[config.mk]
export PLATFORM = sky130hd
export DESIGN_NAME = dll_cfg_ctrl_flat
export DESIGN_NICKNAME = d
export VERILOG_FILES = /design/src/rtl/dll_cfg_if.sv /design/src/rtl/dll_cfg_ctrl.sv /design/src/flat_wrapper.sv
export SDC_FILE = /design/constraint.sdc
export NUM_CORES = 1
export LEC_CHECK = 0
export ABC_AREA = 0
export ABC_CLOCK_PERIOD_IN_PS = 3900
export CORE_MARGIN = 2
export CORE_UTILIZATION = 61
export DETAILED_ROUTE_END_ITERATION = 10
export DONT_BUFFER_PORTS = 1
export PLACE_DENSITY = 0.78
export SETUP_SLACK_MARGIN = 0.05
export SLEW_MARGIN = 20
export SYNTH_ARGS = -nofsm -noshare
export SYNTH_HDL_FRONTEND = slang
export SYNTH_SLANG_ARGS = --single-unit
[constraint.sdc]
create_clock -name clk -period 3.9 [get_ports clk]
set_clock_uncertainty 0.15 [all_clocks]
set_input_delay 0.975 -clock clk [delete_from_list [all_inputs] [get_ports clk]]
set_output_delay 0.975 -clock clk [all_outputs]
set_load 0.01 [all_outputs]
[src/rtl/dll_cfg_if.sv]
// Configuration bus between the requesters / clock generator and dll_cfg_ctrl.
// Carries both request channels (valid/limit/duty/ready), the generator's
// period_end pulse, and the applied limit/duty plus status pulses.
//   slave  : controller side (dll_cfg_ctrl)
//   master : environment side (requesters + generator)
interface dll_cfg_if;
    logic       req0_valid;
    logic [3:0] req0_limit;
    logic [3:0] req0_duty;
    logic       req0_ready;
    logic       req1_valid;
    logic [3:0] req1_limit;
    logic [3:0] req1_duty;
    logic       req1_ready;
    logic       period_end;
    logic [3:0] limit;
    logic [3:0] duty;
    logic       busy;
    logic       applied;
    logic       forced;
    logic       err;

    modport slave (
        input  req0_valid, req0_limit, req0_duty,
        input  req1_valid, req1_limit, req1_duty,
        input  period_end,
        output req0_ready, req1_ready,
        output limit, duty, busy, applied, forced, err
    );

    modport master (
        output req0_valid, req0_limit, req0_duty,
        output req1_valid, req1_limit, req1_duty,
        output period_end,
        input  req0_ready, req1_ready,
        input  limit, duty, busy, applied, forced, err
    );
endinterface

[src/rtl/dll_cfg_ctrl.sv]
// Configuration sequencer for the dll_syn clock generator. Arbitrates two
// requesters (req0 has priority), validates the requested limit/duty pair,
// applies it only on a generator period boundary (or after TIMEOUT cycles),
// then guards one full period before accepting the next request.
// Ports:
//   clk   : system clock, shared with dll_syn
//   reset : synchronous active-low reset
//   bus   : dll_cfg_if.slave (requests, period_end, limit/duty, status pulses)
module dll_cfg_ctrl #(
    parameter int unsigned TIMEOUT   = 64,
    parameter logic [3:0]  LIMIT_RST = 4'd15,
    parameter logic [3:0]  DUTY_RST  = 4'd7
) (
    input  logic        clk,
    input  logic        reset,
    dll_cfg_if.slave    bus
);

    localparam int unsigned CNT_W = (TIMEOUT > 1) ? $clog2(TIMEOUT) : 1;
    localparam logic [CNT_W-1:0] CNT_LAST = CNT_W'(TIMEOUT - 1);

    typedef enum logic [1:0] {
        S_IDLE = 2'd0,
        S_PEND = 2'd1,
        S_HOLD = 2'd2
    } state_e;

    state_e            state_q, state_d;
    logic [3:0]        limit_q, limit_d;
    logic [3:0]        duty_q, duty_d;
    logic [3:0]        stg_limit_q, stg_limit_d;
    logic [3:0]        stg_duty_q, stg_duty_d;
    logic [CNT_W-1:0]  cnt_q, cnt_d;
    logic              applied_q, applied_d;
    logic              forced_q, forced_d;
    logic              err_q, err_d;

    logic              req0_ready_c, req1_ready_c;
    logic              sel_valid_c;
    logic [3:0]        sel_limit_c, sel_duty_c;

    // Ready depends only on registered state and req0_valid, never on data.
    assign req0_ready_c = (state_q == S_IDLE);
    assign req1_ready_c = (state_q == S_IDLE) & ~bus.req0_valid;

    // Fixed-priority pick of the request presented this cycle.
    always_comb begin
        sel_valid_c = 1'b0;
        sel_limit_c = bus.req1_limit;
        sel_duty_c  = bus.req1_duty;
        if (bus.req0_valid) begin
            sel_valid_c = 1'b1;
            sel_limit_c = bus.req0_limit;
            sel_duty_c  = bus.req0_duty;
        end else if (bus.req1_valid) begin
            sel_valid_c = 1'b1;
        end
    end

    // State and output registers.
    always_ff @(posedge clk) begin
        if (!reset) begin
            state_q     <= S_IDLE;
            limit_q     <= LIMIT_RST;
            duty_q      <= DUTY_RST;
            stg_limit_q <= 4'd0;
            stg_duty_q  <= 4'd0;
            cnt_q       <= '0;
            applied_q   <= 1'b0;
            forced_q    <= 1'b0;
            err_q       <= 1'b0;
        end else begin
            state_q     <= state_d;
            limit_q     <= limit_d;
            duty_q      <= duty_d;
            stg_limit_q <= stg_limit_d;
            stg_duty_q  <= stg_duty_d;
            cnt_q       <= cnt_d;
            applied_q   <= applied_d;
            forced_q    <= forced_d;
            err_q       <= err_d;
        end
    end

    // Next-state and registered-output logic.
    always_comb begin
        state_d     = state_q;
        limit_d     = limit_q;
        duty_d      = duty_q;
        stg_limit_d = stg_limit_q;
        stg_duty_d  = stg_duty_q;
        cnt_d       = cnt_q;
        applied_d   = 1'b0;
        forced_d    = 1'b0;
        err_d       = 1'b0;

        unique case (state_q)
            S_IDLE: begin
                // period_end is ignored here, including on the accept edge.
                if (sel_valid_c) begin
                    if ((sel_limit_c == 4'd0) || (sel_duty_c > sel_limit_c)) begin
                        err_d = 1'b1;
                    end else begin
                        stg_limit_d = sel_limit_c;
                        stg_duty_d  = sel_duty_c;
                        cnt_d       = '0;
                        state_d     = S_PEND;
                    end
                end
            end
            S_PEND: begin
                if (bus.period_end || (cnt_q == CNT_LAST)) begin
                    limit_d   = stg_limit_q;
                    duty_d    = stg_duty_q;
                    applied_d = 1'b1;
                    forced_d  = ~bus.period_end;
                    cnt_d     = '0;
                    state_d   = S_HOLD;
                end else begin
                    cnt_d = cnt_q + CNT_W'(1);
                end
            end
            S_HOLD: begin
                if (bus.period_end || (cnt_q == CNT_LAST)) begin
                    forced_d = ~bus.period_end;
                    state_d  = S_IDLE;
                end else begin
                    cnt_d = cnt_q + CNT_W'(1);
                end
            end
            default: begin
                state_d = S_IDLE;
            end
        endcase
    end

    assign bus.req0_ready = req0_ready_c;
    assign bus.req1_ready = req1_ready_c;
    assign bus.limit      = limit_q;
    assign bus.duty       = duty_q;
    assign bus.busy       = (state_q != S_IDLE);
    assign bus.applied    = applied_q;
    assign bus.forced     = forced_q;
    assign bus.err        = err_q;

endmodule
[src/flat_wrapper.sv]
// flat-port wrapper written by rule: the top's interface ports become plain ports
module dll_cfg_ctrl_flat 
#(
    parameter int unsigned TIMEOUT   = 64,
    parameter logic [3:0]  LIMIT_RST = 4'd15,
    parameter logic [3:0]  DUTY_RST  = 4'd7
)
  (clk, reset, bus_req0_valid, bus_req0_limit, bus_req0_duty, bus_req1_valid, bus_req1_limit, bus_req1_duty, bus_period_end, bus_req0_ready, bus_req1_ready, bus_limit, bus_duty, bus_busy, bus_applied, bus_forced, bus_err);
  dll_cfg_if bus_i ();
  input  logic clk;
  input  logic reset;
  input wire logic [$bits(bus_i.req0_valid)-1:0] bus_req0_valid;
  input wire logic [$bits(bus_i.req0_limit)-1:0] bus_req0_limit;
  input wire logic [$bits(bus_i.req0_duty)-1:0] bus_req0_duty;
  input wire logic [$bits(bus_i.req1_valid)-1:0] bus_req1_valid;
  input wire logic [$bits(bus_i.req1_limit)-1:0] bus_req1_limit;
  input wire logic [$bits(bus_i.req1_duty)-1:0] bus_req1_duty;
  input wire logic [$bits(bus_i.period_end)-1:0] bus_period_end;
  output wire logic [$bits(bus_i.req0_ready)-1:0] bus_req0_ready;
  output wire logic [$bits(bus_i.req1_ready)-1:0] bus_req1_ready;
  output wire logic [$bits(bus_i.limit)-1:0] bus_limit;
  output wire logic [$bits(bus_i.duty)-1:0] bus_duty;
  output wire logic [$bits(bus_i.busy)-1:0] bus_busy;
  output wire logic [$bits(bus_i.applied)-1:0] bus_applied;
  output wire logic [$bits(bus_i.forced)-1:0] bus_forced;
  output wire logic [$bits(bus_i.err)-1:0] bus_err;
  assign bus_i.req0_valid = bus_req0_valid;
  assign bus_i.req0_limit = bus_req0_limit;
  assign bus_i.req0_duty = bus_req0_duty;
  assign bus_i.req1_valid = bus_req1_valid;
  assign bus_i.req1_limit = bus_req1_limit;
  assign bus_i.req1_duty = bus_req1_duty;
  assign bus_i.period_end = bus_period_end;
  assign bus_req0_ready = bus_i.req0_ready;
  assign bus_req1_ready = bus_i.req1_ready;
  assign bus_limit = bus_i.limit;
  assign bus_duty = bus_i.duty;
  assign bus_busy = bus_i.busy;
  assign bus_applied = bus_i.applied;
  assign bus_forced = bus_i.forced;
  assign bus_err = bus_i.err;
  dll_cfg_ctrl #(.TIMEOUT(TIMEOUT), .LIMIT_RST(LIMIT_RST), .DUTY_RST(DUTY_RST)) u_core (.clk(clk), .reset(reset), .bus(bus_i));
endmodule
==> flow_summary_export.csv <==
group,metric,value,unit
outcome,status,"complete, no violations",
pwr,combPwrFrac,25.0,%
cts,clock_latency,320,ps
synthesis,ys.flop_type,"dfxtp_1",
finish,areaGrowthSynthToFinish,2.60,%
setup_path,crit_family,"simple AND/OR/NAND/NOR gates",
timing,slew_headroom,65.1,%
synthesis,syn_nets,190,
setup_path,cp_cell_sequence,"mux2_2, ha_1, nor2b_1, o21bai_1, o2bb2ai_1, nand3_1, or2_2, a21oi_1",
cts,htree_levels,1,
synthesis,synth_top_area_cell,"dfxtp_1",
pwr,pwr-share-seq,54.4,%
grt,grt_pass1_vias,1112,
finish,regArea,541,sq um
synthesis,postSynthAreaPerCell,9.03,sq um
route,dr.pass1.iters,4,
timing,worstMarginPinSlew,524,ps
placed_design,place_area,0.00145,sq mm
synthesis,yosys_warnings,0,
synthesis,synth_area_leaders,"dfxtp_1 (37%), ha_1 (7.8%), mux2i_1 (5.5%), nand2_1 (4.9%), a21oi_1 (4.2%)",
route,routed_via_density,6.04,
synthesis,netlist-cell-type-count,41,
setup_path,endpoint_kind,"flip-flop",
floorplanning,die-width,52.7,um
hold_path,holdPathStages,2,
cts,postCtsSetupBuffers,0,
cts,clk_pin_slew,150,ps
cts,ctsHoldBuffers,0,
setup_path,cp_slowest_cell,"nand3_1",
synthesis,synth_common_cells,"dfxtp_1 (27), nand2_1 (19), nor2_1 (16), a21oi_1 (12), ha_1 (9)",
grt,grt_max_degree,18,
pwr,clkPwrFrac,20.6,%
route,ant_nets,0,
grt,grt_usage,22.6,%
floorplanning,die_height,52.7,um
route,avgRoutedWirePerCell,15.1,um
setup_path,critPathMaxFanout,12,
job,cap_violations,0,
hold_path,holdCritStartpoint,"u_core.stg_limit_q[3]",
pwr,p_per_area,400,mW/mm^2
finish,antenna_cells,0,
cts,clock_path_buffers,2,
hold_path,min_to,"u_core.stg_limit_q[3]",
setup_path,worstPathRequired,4000,ps
timing,setup_violations,0,
route,wirelength,2830,um
finish,multi_input_area,843,sq um
pwr,power.total,593,uW
setup_path,path_buf_inv,0,
setup_path,reg2reg_depth,7,
cts,cts_tree,"built",
pwr,p_leak,0.000618,uW
pwr,peakVddDrop,233,uV
setup_path,worstSetupPathType,"in -> reg",
setup_path,slowest_delay,420,ps
setup_path,r2r_start,"u_core.cnt_q[0]",
setup_path,cp-start-kind,"primary input",
finish,fillers,195,
finish,final_nets,190,
synthesis,synth.most_common_cell,"dfxtp_1",
timing,hold_viol,0,
finish,layout-drive-gt1-share,17.0,%
synthesis,synthArstFlopShare,0,%
hold_path,hp-class,"reg -> reg",
synthesis,ys_seq_area_share,37.4,%
pwr,switching_share,32.2,%
synthesis,synth_cells,160,
timing,clock.fmax,0.340,GHz
route,drcViolationCount,0,
placed_design,place_congestion,0.765,
synthesis,syn_area,0.00145,sq mm
floorplanning,io_pins,35,
grt,antenna_found_initial,0,
floorplanning,initial_utilization,64.7,%
grt,grt_pass1_wl,4640,um
route,dr_total_vias,1129,
timing,period_needed,2940,ps
grt,grt_overflow,0,
timing,rsz0062_at_grt,"false",
floorplanning,dieArea,0.00277,sq mm
synthesis,synth_edf_count,0,
timing,finalMaxSlewViolations,0,
synthesis,synth_top_area_share,37.4,%
finish,design_area,0.00148,sq mm
setup_path,rrSetupSlack,1670,ps
setup_path,r2r_end,"u_core.cnt_q[5]",
floorplanning,rows,17,
cts,cts-root-buf,"clkbuf_4",
cts,cts_resized,0,
timing,final.setup.tns,0,ps
setup_path,arrival,3040,ps
timing,period_share,75.4,%
synthesis,synth-seq-cells,27,
floorplanning,core-area,0.00223,sq mm
route,initialDrtViolationCount,23,
placed_design,portBuffers,0,
cts,numCtsBuffers,3,
cts,clock_sinks,27,
placed_design,dp_hpwl,2200,um
pwr,internal-power,402,uW
pwr,power.switching,191,uW
-- stage by stage --
| stage | cells | worst slack [ps] | hold WS (ps) | utilization, % |
|---|---|---|---|---|
| final | 187 | 960 | 323 | 66.4 |
| after global routing | 187 | 840 | 339 | 66.4 |
| after CTS | 187 | 958 | 322 | 66.4 |
| after detailed placement | 183 | 624 | 302 | 65.0 |
| after global placement | 183 | 682 | 297 | 65.0 |
| after floorplan | 160 | 720 | 282 | - |
-- routing by layer --
layer / vias up / wire length (um) / global-route usage, %
met5: - / 0 / 0
met4: 0 / 33 / 7.26
li1: 562 / - / -
met1: 533 / 1170 / 24.3
met2: 30 / 1490 / 43.5
met3: 4 / 135 / 4.00
-- worst reg2reg max path: cells and delay by family, from the launching register on --
kind | cells | cell delay, ps
simple gates | 3 | 800
compound gates | 3 | 610
flops | 1 | 360
fa+ha+maj | 1 | 240
-- worst max-delay path by stage --
stage / from / endpoint / slack (ps) / cells after the start
floorplan: bus_req0_valid / u_core.cnt_q[4] / 720 / 10
global placement: bus_req0_valid / u_core.stg_limit_q[2] / 680 / 8
detailed placement: bus_req0_valid / u_core.stg_limit_q[3] / 620 / 8
CTS: bus_req0_valid / u_core.stg_limit_q[1] / 960 / 8
global route: bus_req0_valid / u_core.stg_limit_q[3] / 840 / 8
finish: bus_req0_valid / u_core.stg_limit_q[3] / 960 / 8
-- cells by family (layout without fill, tap and decap cells) --
| family | Yosys count | after routing | synth area share (%) |
|---|---|---|---|
| buf+inv | 13 | 12 | 4.24 |
| compound gates | 35 | 35 | 17.7 |
| fa+ha+maj | 9 | 9 | 7.79 |
| simple gates | 64 | 64 | 24.2 |
| mux | 12 | 12 | 8.66 |
| flops | 27 | 27 | 37.4 |
-- cell usage in the layout, fill, tap and decap left out, types with 2 or more instances in the layout --
master     Yosys  layout
ha_1           9       9
nor2_1        16      16
a21oi_1       12      12
nor2b_1        2       2
or2_2          4       4
dfxtp_1       27      27
o211ai_1       4       4
clkbuf_4       0       3
o21ai_0        5       5
and3_4         2       2
nand4bb_1      2       2
and2b_2        2       2
or4b_1         2       2
mux2_2         4       4
nand2_1       19      19
o221a_2        2       2
nand3_1        5       5
inv_1          6       6
nor4_1         2       2
mux2i_1        8       8
o31ai_1        4       4
-- sequential cells by signal, indices dropped and copies added, names as in the netlist --
signal,cells
u_core.cnt_q,6
u_core.bus.duty,4
u_core.bus.limit,4
u_core.stg_duty_q,4
u_core.stg_limit_q,4
u_core.state_q,2
u_core.bus.applied,1
u_core.bus.err,1
u_core.bus.forced,1
-- layout make-up --
| class | instances | area share [%] |
|---|---|---|
| Multi-Input combinational cell | 120 | 56.9 |
| Clock buffer | 3 | 1.52 |
| Inverter | 7 | 1.77 |
| Clock inverter | 1 | 0.506 |
| Timing Repair Buffer | 1 | 0.506 |
| Sequential cell | 27 | 36.5 |
| Tap cell | 28 | 2.36 |
-- power by group through the flow --
| stage | logic [uW] | registers [uW] | clock network, uW |
|---|---|---|---|
| after CTS | 149 | 323 | 127 |
| after floorplan | 133 | 325 | 0 |
| after global placement | 142 | 328 | 0 |
| after global routing | 168 | 326 | 136 |
| after detailed placement | 148 | 330 | 0 |
| final | 148 | 323 | 122 |
(Power assumes the default switching activity.)
